**config.mk**
```make
export PLATFORM = sky130hd
export DESIGN_NAME = rf_wr_arb
export DESIGN_NICKNAME = d
export VERILOG_FILES = /design/src/rtl/rf_wr_arb.sv
export SDC_FILE = /design/constraint.sdc
export NUM_CORES = 1
export LEC_CHECK = 0
export BUFFER_PORTS_ARGS = -buffer_cell sky130_fd_sc_hd__buf_2
export CORE_MARGIN = 2
export CORE_UTILIZATION = 49
export CTS_CLUSTER_DIAMETER = 80
export CTS_CLUSTER_SIZE = 30
export DETAILED_ROUTE_END_ITERATION = 10
export GPL_TIMING_DRIVEN = 0
export PLACE_DENSITY = 0.89
export SETUP_SLACK_MARGIN = 0.1
export SYNTH_ARGS = -nofsm -noshare
export SYNTH_HDL_FRONTEND = slang
export SYNTH_SLANG_ARGS = --single-unit
```
**constraint.sdc**
```tcl
create_clock -name clk -period 9.8 [get_ports clk]
set_input_delay 1.96 -clock clk [delete_from_list [all_inputs] [get_ports clk]]
set_output_delay 1.96 -clock clk [all_outputs]
set_load 0.005 [all_outputs]
```
**src/rtl/rf_wr_arb.sv**
```systemverilog
`default_nettype none
// ============================================================================
// Module      : rf_wr_arb
// Description : Round-robin arbiter sharing the single write port of the
//               32x32 register file between N_REQ writeback sources. One
//               valid/ready request is accepted per cycle and forwarded
//               through a registered output stage. A requester may lock the
//               port for a burst of at most MAX_LOCK consecutive grants.
// Optional    : RF_WR_ARB_X0_DROP_EN - accepted writes to address 0 are
//               handshaked normally but leave o_wr_en low (x0 stays zero).
// Ports       : clk, rst_n (async, active low)
//               i_req_valid/i_req_lock [N_REQ]    request valid / lock
//               i_req_addr [5*N_REQ], i_req_data [32*N_REQ]
//               o_req_ready [N_REQ]  one-hot combinational grant
//               o_wr_en/o_wr_addr/o_wr_data/o_grant_id  registered write port
// Revision    : 1.0 - initial release
// ============================================================================
module rf_wr_arb #(
    parameter int N_REQ    = 4,
    parameter int MAX_LOCK = 8
) (
    input  logic                  clk,
    input  logic                  rst_n,
    input  logic [N_REQ-1:0]      i_req_valid,
    input  logic [N_REQ-1:0]      i_req_lock,
    input  logic [5*N_REQ-1:0]    i_req_addr,
    input  logic [32*N_REQ-1:0]   i_req_data,
    output logic [N_REQ-1:0]      o_req_ready,
    output logic                  o_wr_en,
    output logic [4:0]            o_wr_addr,
    output logic [31:0]           o_wr_data,
    output logic [2:0]            o_grant_id
);

    localparam int IDX_W = (N_REQ > 1) ? $clog2(N_REQ) : 1;

    typedef enum logic [0:0] {
        UNLOCKED = 1'b0,
        LOCKED   = 1'b1
    } state_t;

    state_t             state, state_nxt;
    logic [IDX_W-1:0]   owner, owner_nxt;
    logic [IDX_W-1:0]   ptr, ptr_nxt;
    logic [7:0]         lock_cnt, lock_cnt_nxt;

    logic               found_hi, found_lo;
    logic [IDX_W-1:0]   idx_hi, idx_lo;
    logic               owner_valid;
    logic               grant_found;
    logic [IDX_W-1:0]   grant_idx;
    logic               xfer;
    logic [4:0]         sel_addr;
    logic [31:0]        sel_data;
    logic               sel_lock;
    logic               wr_en_nxt;

    function automatic logic [IDX_W-1:0] wrap_inc(input logic [IDX_W-1:0] k);
        if (k == IDX_W'(N_REQ - 1)) begin
            return '0;
        end
        return k + IDX_W'(1);
    endfunction

    // ------------------------------------------------------------------------
    // Grant selection. The rotating search is split into two halves: the
    // lowest valid index at or above the pointer wins, otherwise the lowest
    // valid index below it (the wrapped part of the search).
    // ------------------------------------------------------------------------
    always_comb begin
        found_hi = 1'b0;
        found_lo = 1'b0;
        idx_hi   = '0;
        idx_lo   = '0;
        for (int k = N_REQ - 1; k >= 0; k--) begin
            if (i_req_valid[k]) begin
                if (IDX_W'(k) >= ptr) begin
                    found_hi = 1'b1;
                    idx_hi   = IDX_W'(k);
                end else begin
                    found_lo = 1'b1;
                    idx_lo   = IDX_W'(k);
                end
            end
        end

        owner_valid = |(i_req_valid & (N_REQ'(1) << owner));

        if (state == LOCKED) begin
            grant_found = owner_valid;
            grant_idx   = owner;
        end else if (found_hi) begin
            grant_found = 1'b1;
            grant_idx   = idx_hi;
        end else begin
            grant_found = found_lo;
            grant_idx   = idx_lo;
        end

        // No handshake may complete while reset is held.
        grant_found = grant_found & rst_n;
    end

    assign o_req_ready = grant_found ? (N_REQ'(1) << grant_idx) : '0;
    assign xfer        = grant_found;

    // Payload of the granted requester.
    always_comb begin
        sel_addr = '0;
        sel_data = '0;
        sel_lock = 1'b0;
        for (int k = 0; k < N_REQ; k++) begin
            if (grant_idx == IDX_W'(k)) begin
                sel_addr = i_req_addr[5*k +: 5];
                sel_data = i_req_data[32*k +: 32];
                sel_lock = i_req_lock[k];
            end
        end
    end

    // ------------------------------------------------------------------------
    // Lock FSM and pointer. lock_cnt holds the number of grants already given
    // in the current burst, so the grant that brings it to MAX_LOCK ends the
    // burst. With MAX_LOCK == 1 the first grant is already the last one, so
    // the lock is never entered.
    // ------------------------------------------------------------------------
    always_comb begin
        state_nxt    = state;
        owner_nxt    = owner;
        ptr_nxt      = ptr;
        lock_cnt_nxt = lock_cnt;

        case (state)
            UNLOCKED: begin
                if (xfer) begin
                    ptr_nxt = wrap_inc(grant_idx);
                    if (sel_lock && (MAX_LOCK > 1)) begin
                        state_nxt    = LOCKED;
                        owner_nxt    = grant_idx;
                        lock_cnt_nxt = 8'd1;
                    end
                end
            end
            LOCKED: begin
                if (xfer) begin
                    if (!sel_lock || (lock_cnt == 8'(MAX_LOCK - 1))) begin
                        state_nxt    = UNLOCKED;
                        lock_cnt_nxt = '0;
                        ptr_nxt      = wrap_inc(owner);
                    end else begin
                        lock_cnt_nxt = lock_cnt + 8'd1;
                    end
                end else begin
                    // Owner dropped valid: release without a grant.
                    state_nxt    = UNLOCKED;
                    lock_cnt_nxt = '0;
                    ptr_nxt      = wrap_inc(owner);
                end
            end
            default: begin
                state_nxt    = UNLOCKED;
                lock_cnt_nxt = '0;
            end
        endcase
    end

    always_ff @(posedge clk or negedge rst_n) begin
        if (!rst_n) begin
            state    <= UNLOCKED;
            owner    <= '0;
            ptr      <= '0;
            lock_cnt <= '0;
        end else begin
            state    <= state_nxt;
            owner    <= owner_nxt;
            ptr      <= ptr_nxt;
            lock_cnt <= lock_cnt_nxt;
        end
    end

    // ------------------------------------------------------------------------
    // Registered write port. Address, data and id only load on a transfer so
    // they keep their last values across idle cycles.
    // ------------------------------------------------------------------------
`ifdef RF_WR_ARB_X0_DROP_EN
    assign wr_en_nxt = xfer && (sel_addr != 5'd0);
`else
    assign wr_en_nxt = xfer;
`endif

    always_ff @(posedge clk or negedge rst_n) begin
        if (!rst_n) begin
            o_wr_en    <= 1'b0;
            o_wr_addr  <= '0;
            o_wr_data  <= '0;
            o_grant_id <= '0;
        end else begin
            o_wr_en <= wr_en_nxt;
            if (xfer) begin
                o_wr_addr  <= sel_addr;
                o_wr_data  <= sel_data;
                o_grant_id <= 3'(grant_idx);
            end
        end
    end

endmodule
`default_nettype wire

```
Word level (Yosys, flattened, before mapping):

Cells that the tools add are included.

* shift-type cells: 2
* bitwise logic cells: 3
* eq/ne operators: 8
* mux-type cells: 77
* multipliers: 0
* reductions and logical operators: 7
* divide/modulo/power cells: 0
* order comparisons: 4
* $add $sub $neg: 3

Operators by type and width (number)
* 32-bit two-way mux: 4
* 2-bit two-way mux: 26
* 1-bit two-way mux: 35
* 8-bit two-way mux: 4
* 5-bit two-way mux: 4
* 8-bit one-hot mux with 2 select lines: 1
* 8-bit by 1-bit adder with 8-bit output (second input constant): 1
* 8-bit by 3-bit equality test with 1-bit output (second input constant): 1
* 1-bit by 2-bit << shifter with 4-bit output (first input constant): 2
* 2-bit equality test (second input constant): 3
* 2-bit by 1-bit adder with 2-bit output (second input constant): 2
* 4-bit AND: 1
* 1-bit by 2-bit >= comparator with 1-bit output (first input constant): 2
* 2-bit >= comparator (first input constant): 2
* 4-bit two-way mux: 1
* 2-bit inequality test (second input constant): 2
* 2-bit one-hot mux with 2 select lines: 1
* 2-bit AND reduction: 2
* 4-bit OR reduction: 1
* 3-bit by 2-bit inequality test with 1-bit output (second input constant): 1
* 3-bit AND reduction: 1
* 2-bit by 1-bit equality test with 1-bit output (second input constant): 1
* 2-bit zero test: 1
* 1-bit one-hot mux with 2 select lines: 1
* other kinds (4): 4

* word-level logic and storage cells: 112
* bits in latches: 0
* memories kept: 0
* ROM bits: 0
* input bits: 158
* bits in registers: 53
* RAM bits: 0
* output and inout bits: 45

Depth between registers and ports, before layout:

Gate-level depths: netlist of the first run.

* depth after elaboration: 25
* mapped depth: 13
* gate-level depth less buffers: 11

Least setup slack after synthesis of the first run:

OpenSTA, ideal clock, no wires.

* path kind: input to output
* start point: input i_req_valid[2]
* end point: output o_req_ready[3]
* stages on the path: 9
* data required time: 7840 ps
* arrival time: 3896 ps
* path buffers: 3
* setup slack: 3944 ps
* cell sequence: mux2_1 a221oi_1 mux2i_1 inv_1 ha_1 clkbuf_1 clkbuf_1 clkbuf_1 and2_1

* cells in the longest elaborated chain, start to end: 9
* elaborated cells between the ends (all ways): 29
* classes of those cells: 1 x shift; 25 x mux; 2 x bitwise; 1 x reduce/logical

Ends and longest elaborated chain
* from (decl): line 24 `input logic [N_REQ-1:0] i_req_valid,`
* 2-bit two-way mux / 1-bit two-way mux (equally long branches): line 76 `if (i_req_valid[k]) begin`
* 2-bit two-way mux / 1-bit two-way mux (equally long branches): line 77 `if (IDX_W'(k) >= ptr) begin`
* 2-bit two-way mux / 1-bit two-way mux (equally long branches): line 76
* 2-bit two-way mux / 1-bit two-way mux (equally long branches): line 77
* 2-bit two-way mux / 1-bit two-way mux (equally long branches): line 76
* 2-bit two-way mux *: line 92 `end else if (found_hi) begin`
* 2-bit two-way mux *: line 89 `if (state == LOCKED) begin`
* via grant_idx[0]: line 51 `logic [IDX_W-1:0] grant_idx;`
* 1-bit by 2-bit << shifter with 4-bit output *: line 104 `assign o_req_ready = grant_found ? (N_REQ'(1) << grant_idx) : '0;`
* 4-bit two-way mux *: line 104
* to (decl): line 28 `output logic [N_REQ-1:0] o_req_ready,`

Mark *: on every way through the listed nets, which the timed path passes. The rest lies on a longest branch.

Final worst setup path of the first run:

Ends and elaborated chain as after synthesis.

==> flow_summary.yaml, run 1 <==
status:
  status: "complete, no violations"
setup_path:
  cpMaxStageDelayCell: "clkbuf_1"
  r2r_setup_slack_ns: 6.28
  crit_fanout: 10
  r2r-end: "o_wr_data[24]$_DFFE_PN0P_"
  r2r_cells: 11
  crit_arrival_ns: 4.74
  start_kind: "input port"
  endpoint: "o_req_ready[3]"
  r2r-start: "ptr[1]$_DFFE_PN0P_"
  crit_path_end_kind: "output port"
  cp-startpoint: "i_req_valid[2]"
  path_cells: "buf_2 -> mux2_1 -> a221oi_1 -> mux2i_1 -> inv_1 -> ha_1 -> clkbuf_1 -> clkbuf_1 -> clkbuf_1 -> and2_1 -> buf_2"
  worstSetupPathType: "input port to output port"
  cpPeakStageDelay_ns: 0.47
  critical_path_required_ns: 7.84
  crit_top_cell: "clkbuf_1"
synthesis:
  ys_async_sr_fraction_pct: 100
  ys.flop_type: "dfrtp_1"
  ys_seq_area_share_pct: 36.7
  synthDistinctLibCells: 48
  syn_area_mm2: 0.00361
  yosys-top-cells-area: "dfrtp_1 37%, a21oi_1 16%, a22oi_1 7.7%"
  synth_top_cell_by_area: "dfrtp_1"
  ys_top_cells_by_count: "119 x a21oi_1, 53 x dfrtp_1, 48 x nand2_1"
  synth_edf_count: 0
  synth_top_area_share_pct: 36.7
  syn-num-nets: 656
  avgSynthCellArea_um2: 7.39
  synth_cells: 489
  ys_ff_latch: 53
  ys_warn_count: 0
  synth.most_common_cell: "a21oi_1"
cts:
  post_cts_resize_count: 0
  worstSkewPairLatency_ns: 0.32
  postCtsHoldBufs: 0
  cts_setup_buffers: 0
  htree_levels: 2
  tritoncts: "built"
  cts_max_path_buffers: 2
  cts_sinks: 53
  clkTransAtPathRegs_ns: 0.10
  cts_buffers: 5
  root_buffer: "clkbuf_8"
drt:
  route.detailed.drc: 0
  wl_per_cell_um: 16.2
  dr_total_vias: 4384
  viasPerCell: 5.50
  routed_wl_mm: 12.9
  drt_iter0_markers: 210
  ant_nets: 0
  drt-pass1-iter-count: 5
timing:
  max_clock_freq_mhz: 149
  rsz0062_at_grt: "false"
  finalClockSkew_ns: 0.00868
  drv_slew: 0
  finalSetupTns_ns: 0
  finalCritPeriodShare_pct: 68.3
  finalSetupViolCount: 0
  max_slew_margin_pct: 19.4
  tightestPinTransition_ns: 1.21
  finalCriticalPeriod_ns: 6.70
  timing.final.hold_violations: 0
finish:
  drive_above_1_share_pct: 32.5
  syn_to_final_growth_pct: 33.8
  nNetsFinal: 864
  multi_input_comb_area_mm2: 0.00195
  seq_area_mm2: 0.00133
  finalInstanceArea_mm2: 0.00483
  fillers: 695
  diodes: 0
place:
  portBuffers: 201
  place_hpwl_mm: 9.96
  placed_area_mm2: 0.00474
  gp_congestion: 0.976
pwr:
  power.density_mw_per_mm2: 296
  vdd_drop_max_mv: 0.150
  power_leakage_uw: 0.00247
grt:
  grt_max_degree: 55
  grt_pass1_vias: 4194
  overflow: 0
  grt_usage_pct: 30.8
  antenna_found_initial: 0
  grt_pass1_wl_mm: 20.1
run:
  cap_violations: 0
floorplanning:
  die_h_um: 89.9
  start_util_pct: 50.1
  die_area_mm2: 0.00808
  io_pins: 203
  die_w_um: 89.9
  core_mm2: 0.00721
  rows: 31
worst_hold_path:
  worst_hold_path_type: "flip-flop to flip-flop"
## flip-flops by register name (all words and copies together), names as in the netlist
name	cells
state	1
lock_cnt	8
o_wr_en	1
o_wr_data	32
o_grant_id	2
o_wr_addr	5
owner	2
ptr	2
## through the flow
step / total power [µW] / worst slack [ns] / hold slack [ns] / instances / util, %
after detailed placement: 1290 / 3.14 / 0.502 / 789 / 65.7
after global placement: 1260 / 3.17 / 0.501 / 789 / 65.7
final: 1430 / 3.10 / 0.525 / 797 / 67.0
after floorplan: 958 / 3.94 / 0.481 / 489 / -
after CTS: 1420 / 3.14 / 0.525 / 797 / 67.0
after global routing: 1550 / 2.84 / 0.544 / 797 / 67.0
## report_power, final
part           internal, µW  switching [µW]
combinational           353             565
clock                  50.3            78.3
sequential              318            66.9
## cells in the final DEF (no fill, tap or decap), types with 2 or more instances in the layout
| cell type | n |
|---|---|
| inv_1 | 45 |
| clkinvlp_4 | 3 |
| dfrtp_1 | 53 |
| a21o_1 | 3 |
| o22ai_1 | 4 |
| nand2_1 | 48 |
| nand3_1 | 2 |
| xnor2_1 | 2 |
| nor3_1 | 3 |
| mux2_1 | 2 |
| ha_1 | 9 |
| clkbuf_8 | 5 |
| clkbuf_1 | 26 |
| a21oi_1 | 119 |
| xor2_1 | 4 |
| a22oi_1 | 37 |
| mux2i_1 | 2 |
| nor2_1 | 44 |
| o21ai_0 | 40 |
| and2_1 | 4 |
| buf_2 | 209 |
| buf_1 | 6 |
## logic make-up (layout without fill, tap and decap cells)
logic type / after synthesis / count (layout) / share of synthesized area, %
compound gates: 214 / 214 / 33.6
xor+xnor: 6 / 6 / 1.45
fa+ha+maj: 9 / 9 / 3.12
buf+inv: 87 / 296 / 9.42
flops: 53 / 53 / 36.7
mux: 6 / 6 / 1.90
other cells: 1 / 1 / 0.104
simple gates: 113 / 113 / 13.7
## how the worst min path moves through the flow
stage,startpoint,endpoint,slack (ns),cells past startpoint
6_report,ptr[0]$_DFFE_PN0P_,ptr[0]$_DFFE_PN0P_,0.53,1
5_1_grt,ptr[0]$_DFFE_PN0P_,ptr[0]$_DFFE_PN0P_,0.54,1
4_1_cts,ptr[0]$_DFFE_PN0P_,ptr[0]$_DFFE_PN0P_,0.52,1
3_5_place_dp,ptr[0]$_DFFE_PN0P_,ptr[0]$_DFFE_PN0P_,0.50,1
3_3_place_gp,o_wr_addr[0]$_DFFE_PN0P_,o_wr_addr[0]$_DFFE_PN0P_,0.50,2
2_1_floorplan,ptr[0]$_DFFE_PN0P_,ptr[0]$_DFFE_PN0P_,0.48,1
## metal layers
layer,track usage (%),wire [µm]
met1,39.2,5170
met5,0,0
met3,5.20,997
met2,52.9,6410
met4,11.7,335
## worst max-delay path: cells and delay by family
family	cells	cell delay (ns)
AND/OR/NAND/NOR	1	0.22
adder cells (fa/ha/maj)	1	0.15
buffers and inverters	6	1.48
multiplexers	2	0.53
AO/OA/AOI/OAI	1	0.39
## layout make-up
type,instances,area share (%)
well taps,99,2.56
clock buffers,5,1.42
repair buffers,201,20.8
clock inverters,3,0.466
multi-input cells,349,40.3
inverters,46,3.57
flip-flops and latches,53,27.4
plain buffers,41,3.47
(Power assumes the default switching activity.)
==> run 2: changes to the inputs <==
CORE_UTILIZATION = 45   (was 49)
PLACE_DENSITY = 0.83   (was 0.89)
clock period = 6.8 ns   (was 9.8 ns; I/O delays follow)
==> run 2 against run 1 <==
Net effect:
- die area up 8.5%
- first-iteration DRC count up 25%
- sequential share of layout area down 0.13 points
- design area up 0.49%
- worst setup slack worse by 1.8 ns
==> flow_summary.yaml, run 2 (synthesis gave the netlist of run 1 again) <==
cts:
  cts_sinks: 53
  htree_levels: 2
  postCtsHoldBufs: 0
  cts_setup_buffers: 0
  cts_max_path_buffers: 2
  worstSkewPairLatency_ns: 0.31
  tritoncts: "built"
  clkTransAtPathRegs_ns: 0.09
  post_cts_resize_count: 0
  cts_buffers: 5
  root_buffer: "clkbuf_8"
grt:
  grt_pass1_vias: 4043
  grt_pass1_wl_mm: 19.6
  antenna_found_initial: 0
  grt_usage_pct: 28.3
  grt_max_degree: 55
  overflow: 0
setup_path:
  cp-startpoint: "i_req_valid[2]"
  worstSetupPathType: "input port to output port"
  critical_path_required_ns: 5.44
  r2r_setup_slack_ns: 3.24
  cpPeakStageDelay_ns: 0.44
  r2r-end: "o_wr_data[24]$_DFFE_PN0P_"
  crit_fanout: 10
  r2r_cells: 11
  endpoint: "o_req_ready[3]"
  r2r-start: "ptr[1]$_DFFE_PN0P_"
  path_cells: "buf_2 -> mux2_1 -> a221oi_1 -> mux2i_1 -> inv_1 -> ha_1 -> clkbuf_1 -> clkbuf_1 -> clkbuf_1 -> and2_1 -> buf_2"
  cp.buffers_inverters: 6
  start_kind: "input port"
  cp.depth: 11
  crit_arrival_ns: 4.15
  crit_path_end_kind: "output port"
  crit_top_cell: "clkbuf_1"
  path_delay_family: "buffers and inverters"
  cpMaxStageDelayCell: "a221oi_1"
finish:
  drive_above_1_share_pct: 32.4
  nNetsFinal: 864
  largest_reg_flops: 32
  reg_top3: "o_wr_data (32), lock_cnt (8), o_wr_addr (5)"
  finalInstanceArea_mm2: 0.00486
  mostFrequentLayoutCell: "buf_2"
  diodes: 0
  syn_to_final_growth_pct: 34.5
  fillers: 680
  top_register: "o_wr_data"
  final_cell_mix: "209 x buf_2, 119 x a21oi_1, 53 x dfrtp_1, 48 x nand2_1, 45 x inv_1"
  finalCoreUtilization_pct: 62.5
floorplanning:
  core_mm2: 0.00777
  rows: 32
  die_area_mm2: 0.00876
  start_util_pct: 46.5
  io_pins: 203
  die_w_um: 93.6
  die_h_um: 93.6
place:
  gp_congestion: 0.939
  portBuffers: 201
  placed_area_mm2: 0.00475
  place_hpwl_mm: 9.91
timing:
  max_clock_freq_mhz: 182
  drv_slew: 0
  finalSetupViolCount: 0
  max_slew_margin_pct: 19.2
  rsz0062_at_grt: "false"
  finalClockSkew_ns: 0.0117
  finalCriticalPeriod_ns: 5.51
  finalCritPeriodShare_pct: 81.0
  finalSetupTns_ns: 0
  timing.final.hold_violations: 0
  tightestPinTransition_ns: 1.21
pwr:
  p_total_uw: 2080
  power.density_mw_per_mm2: 428
  vdd_drop_max_mv: 0.210
  power_leakage_uw: 0.00248
drt:
  drt_iter0_markers: 263
  wl_per_cell_um: 16.1
  dr_total_vias: 4433
  drt-pass1-iter-count: 5
  ant_nets: 0
  route.detailed.drc: 0
  routed_wl_mm: 12.9
  viasPerCell: 5.54
run:
  cap_violations: 0
status:
  status: "complete, no violations"
worst_hold_path:
  worst_hold_path_type: "flip-flop to flip-flop"
-- run 2: changes by cell type in the layout (fill, tap and decap cells not counted), sizes merged --
| cell | change |
|---|---|
| clkinvlp | -3 |
| bufinv | +1 |
| clkbuf | +1 |
| clkinv | +1 |
-- run 2: worst reg2reg max path, stage by stage, from the launching register on --
cell and delay (ns):
dfrtp_1 0.44, mux2_1 0.35, a221oi_1 0.44, mux2i_1 0.26, inv_1 0.14, ha_1 0.25, clkbuf_1 0.44, clkbuf_1 0.54
a21oi_1 0.15, o21ai_0 0.20, a22oi_1 0.13, a21oi_1 0.16
-- run 2: layer usage --
| metal | part of all wire, % | routed length, µm | global-route usage, % | vias up |
|---|---|---|---|---|
| li1 | - | - | - | 2104 |
| met1 | 40 | 5130 | 36.5 | 2050 |
| met2 | 49 | 6270 | 48.0 | 240 |
| met3 | 8.9 | 1160 | 5.32 | 39 |
| met4 | 2.8 | 357 | 8.94 | 0 |
| met5 | 0 | 0 | 0 | - |
-- run 2: how the worst min path moves through the flow --
stage	from	end	slack (ns)	depth (start not counted)
3_5_place_dp	ptr[0]$_DFFE_PN0P_	ptr[0]$_DFFE_PN0P_	0.50	1
3_3_place_gp	ptr[0]$_DFFE_PN0P_	ptr[0]$_DFFE_PN0P_	0.50	1
5_1_grt	ptr[0]$_DFFE_PN0P_	ptr[0]$_DFFE_PN0P_	0.54	1
4_1_cts	ptr[0]$_DFFE_PN0P_	ptr[0]$_DFFE_PN0P_	0.52	1
6_report	ptr[0]$_DFFE_PN0P_	ptr[0]$_DFFE_PN0P_	0.52	1
2_1_floorplan	ptr[0]$_DFFE_PN0P_	ptr[0]$_DFFE_PN0P_	0.48	1
-- run 2: cell type report --
class	instances	area [µm²]	share of cell area, %
clock buffer	6	72.6	1.49
sequential	53	1330	27.3
inverter	46	173	3.55
tap	102	128	2.63
clock inverter	2	38.8	0.798
multi-input combinational	349	1950	40.1
timing repair buffer	201	1010	20.7
buffer	41	168	3.45
-- run 2: where the power goes --
part | total [µW] | internal, µW | switching (µW)
logic | 1310 | 510 | 803
registers | 548 | 458 | 89.8
clock network | 218 | 111 | 107
total | 2080 | 1080 | 1000
-- run 2: per-stage QoR --
stage | hold WS, ns | setup slack (ns) | instances
finish | 0.521 | 1.29 | 800
global route | 0.535 | 0.987 | 800
CTS | 0.519 | 1.30 | 800
detailed placement | 0.502 | 1.31 | 792
global placement | 0.501 | 1.41 | 792
floorplan | 0.481 | 2.14 | 489
==> run 3: changes to the inputs <==
ABC_AREA = 1   (was unset)
CORE_UTILIZATION = 42   (was 45)
PLACE_DENSITY = 0.8   (was 0.83)
clock period = 5 ns   (was 6.8 ns; I/O delays follow)
==> run 3 against run 2 <==
Net effect:
- clock-buffer cell count up 1
- critical path type unchanged
- non-clock buffer count down 7
- global-route usage decreased by 3.7 points
- clock power up 39%
- combinational power grew 58%
- total power rose by 50%
- critical endpoint unchanged
==> flow_summary.yaml, run 3 <==
floorplanning:
  rows: 34
  core_mm2: 0.00881
  die_h_um: 99.6
  die_w_um: 99.6
  io_pins: 203
  die_area_mm2: 0.00992
  start_util_pct: 43.6
cts:
  htree_levels: 2
  cts_sinks: 53
  cts_buffers: 5
  cts_setup_buffers: 0
  clkTransAtPathRegs_ns: 0.08
  post_cts_resize_count: 0
  root_buffer: "clkbuf_8"
  cts_max_path_buffers: 2
  worstSkewPairLatency_ns: 0.31
  tritoncts: "built"
  postCtsHoldBufs: 0
pwr:
  power.switching_uw: 1560
  seqPwrFrac_pct: 23.9
  swShare_pct: 49.9
  p_int_uw: 1560
  power_frac_clock_pct: 9.7
  power.density_mw_per_mm2: 612
  vdd_drop_max_mv: 0.301
  comb_power_share_pct: 66.4
  power_leakage_uw: 0.00278
setup_path:
  cpPeakStageDelay_ns: 0.44
  critical_path_required_ns: 4.00
  crit_top_cell: "nand2_1"
  r2r_setup_slack_ns: 1.82
  start_kind: "input port"
  crit_fanout: 10
  cp.buffers_inverters: 6
  path_delay_family: "buffers and inverters"
  worstSetupPathType: "input port to output port"
  r2r-end: "o_wr_data[24]$_DFFE_PN0P_"
  path_cells: "buf_2 -> nand2_1 -> nand2_1 -> nor2_4 -> nand2_1 -> nand3_1 -> o21ai_0 -> inv_1 -> ha_1 -> inv_1 -> clkbuf_1 -> clkbuf_1 -> nor2_1 -> buf_2"
  cpMaxStageDelayCell: "clkbuf_1"
  crit_arrival_ns: 3.41
  crit_path_end_kind: "output port"
  r2r-start: "ptr[1]$_DFFE_PN0P_"
  r2r_cells: 14
synthesis:
  synth.most_common_cell: "nand2_1"
  synth_top_area_share_pct: 34.5
  synth_edf_count: 0
  ys_top_cells_by_count: "173 x nand2_1, 79 x o21ai_0, 53 x dfrtp_1"
  synth_cells: 540
  ys_ff_latch: 53
  synth_top_cell_by_area: "dfrtp_1"
  ys_async_sr_fraction_pct: 100
  syn_area_mm2: 0.00384
  syn-num-nets: 707
  avgSynthCellArea_um2: 7.11
  yosys-top-cells-area: "dfrtp_1 35%, nand2_1 17%, o21ai_0 10%"
  ys_warn_count: 0
  ys_seq_area_share_pct: 34.5
  synthDistinctLibCells: 25
  ys.flop_type: "dfrtp_1"
grt:
  antenna_found_initial: 0
  grt_usage_pct: 24.5
  grt_pass1_vias: 4124
  overflow: 0
  grt_max_degree: 55
  grt_pass1_wl_mm: 19.5
place:
  gp_congestion: 0.883
  place_hpwl_mm: 10.2
  post-place-cells: 849
  portBuffers: 201
finish:
  drive_above_1_share_pct: 39.9
  final_cell_count_no_fill: 857
  largest_reg_flops: 32
  nNetsFinal: 915
  top_register: "o_wr_data"
  fillers: 854
  seq_area_mm2: 0.00133
  syn_to_final_growth_pct: 32.7
  multi_input_comb_area_mm2: 0.00221
  diodes: 0
  reg_top3: "o_wr_data (32), lock_cnt (8), o_wr_addr (5)"
  final_cell_mix: "209 x buf_2, 173 x nand2_1, 79 x o21ai_0, 53 x dfrtp_1, 39 x a21oi_1"
  mostFrequentLayoutCell: "buf_2"
worst_hold_path:
  worst_hold_path_type: "flip-flop to flip-flop"
  worstHoldEndpoint: "o_wr_data[29]$_DFFE_PN0P_"
  min_from: "o_wr_data[29]$_DFFE_PN0P_"
  whs_path_depth: 2
timing:
  finalSetupTns_ns: 0
  max_clock_freq_mhz: 227
  finalClockSkew_ns: 0.0106
  rsz0062_at_grt: "false"
  finalCriticalPeriod_ns: 4.41
  timing.final.hold_violations: 0
  finalSetupViolCount: 0
  max_slew_margin_pct: 20.1
  tightestPinTransition_ns: 1.20
  finalCritPeriodShare_pct: 88.3
  drv_slew: 0
drt:
  drt_iter0_markers: 198
  ant_nets: 0
  dr_total_vias: 4397
  routed_wl_mm: 12.7
  route.detailed.drc: 0
  viasPerCell: 5.13
  drt-pass1-iter-count: 4
  wl_per_cell_um: 14.8
status:
  status: "complete, no violations"
run:
  cap_violations: 0
## run 3: cell types whose count changed in the layout (fill, tap and decap cells not counted), moves of 7 or more
cell / previous run / this run
a21oi_1: 119 / 39
nand2_2: 0 / 32
nand2_1: 48 / 173
buf_4: 1 / 8
clkbuf_1: 27 / 13
o21ai_0: 40 / 79
inv_1: 45 / 17
o21ai_1: 1 / 9
nor2_1: 44 / 28
a22oi_1: 37 / 0
nand3_1: 2 / 16
o21ai_2: 1 / 31
## run 3: worst max path at each step
| stage | from | end | cells after the start |
|---|---|---|---|
| finish | i_req_valid[1] | o_req_ready[3] | 14 |
| global route | i_req_valid[1] | o_req_ready[3] | 14 |
| CTS | i_req_valid[1] | o_req_ready[3] | 14 |
| detailed placement | i_req_valid[1] | o_req_ready[3] | 14 |
| global placement | i_req_valid[1] | o_req_ready[3] | 14 |
| floorplan | i_req_valid[1] | o_req_ready[3] | 12 |
## run 3: metal layers
| layer | wire length (µm) | part of all wire, % | track usage [%] | vias up |
|---|---|---|---|---|
| li1 | - | - | - | 2180 |
| met4 | 319 | 2.5 | 7.90 | 0 |
| met2 | 6400 | 50 | 43.9 | 178 |
| met1 | 5210 | 41 | 30.2 | 2015 |
| met5 | 0 | 0 | 0 | - |
| met3 | 762 | 6.0 | 3.79 | 24 |
## run 3: worst register-to-register path, delay by kind of cell, from the launching register on
family,cells,cell delay [ns]
AND/OR/NAND/NOR,6,0.51
adder cells (fa/ha/maj),1,0.24
flip-flops,1,0.45
buffers and inverters,4,1.24
AO/OA/AOI/OAI,3,0.68
## run 3: logic make-up (layout without fill, tap and decap cells)
logic type      after synthesis  in the layout  synth area share, %
other cells                   1              1               0.0977
compound gates              158            158                 23.6
flops                        53             53                 34.5
buf+inv                      52            261                 7.82
simple gates                261            261                 29.6
fa+ha+maj                     9              9                 2.93
xor+xnor                      6              6                 1.37
## run 3: metrics by stage
step | total power (µW) | hold slack [ns] | worst slack [ns] | util, % | instance area, µm²
2_1_floorplan | 2160 | 0.468 | 1.47 | - | 3840
3_3_place_gp | 2750 | 0.463 | 0.674 | 56.6 | 4980
3_5_place_dp | 2820 | 0.470 | 0.602 | 56.6 | 4980
4_1_cts | 3130 | 0.492 | 0.602 | 57.9 | 5100
5_1_grt | 3450 | 0.513 | 0.371 | 57.9 | 5100
6_report | 3120 | 0.490 | 0.585 | 57.9 | 5100
## run 3: layout make-up
type / instances / area share [%]
plain buffers: 34 / 4.57
clock buffers: 7 / 1.69
clock inverters: 1 / 0.589
inverters: 18 / 1.33
multi-input cells: 435 / 43.4
flip-flops and latches: 53 / 26.0
well taps: 108 / 2.65
repair buffers: 201 / 19.7
## run 3: power by group through the flow
stage | sequential [µW] | clock [µW] | combinational (µW)
2_1_floorplan | 750 | 0 | 1410
3_3_place_gp | 740 | 0 | 2010
3_5_place_dp | 748 | 0 | 2070
4_1_cts | 744 | 308 | 2080
5_1_grt | 771 | 324 | 2360
6_report | 746 | 303 | 2070
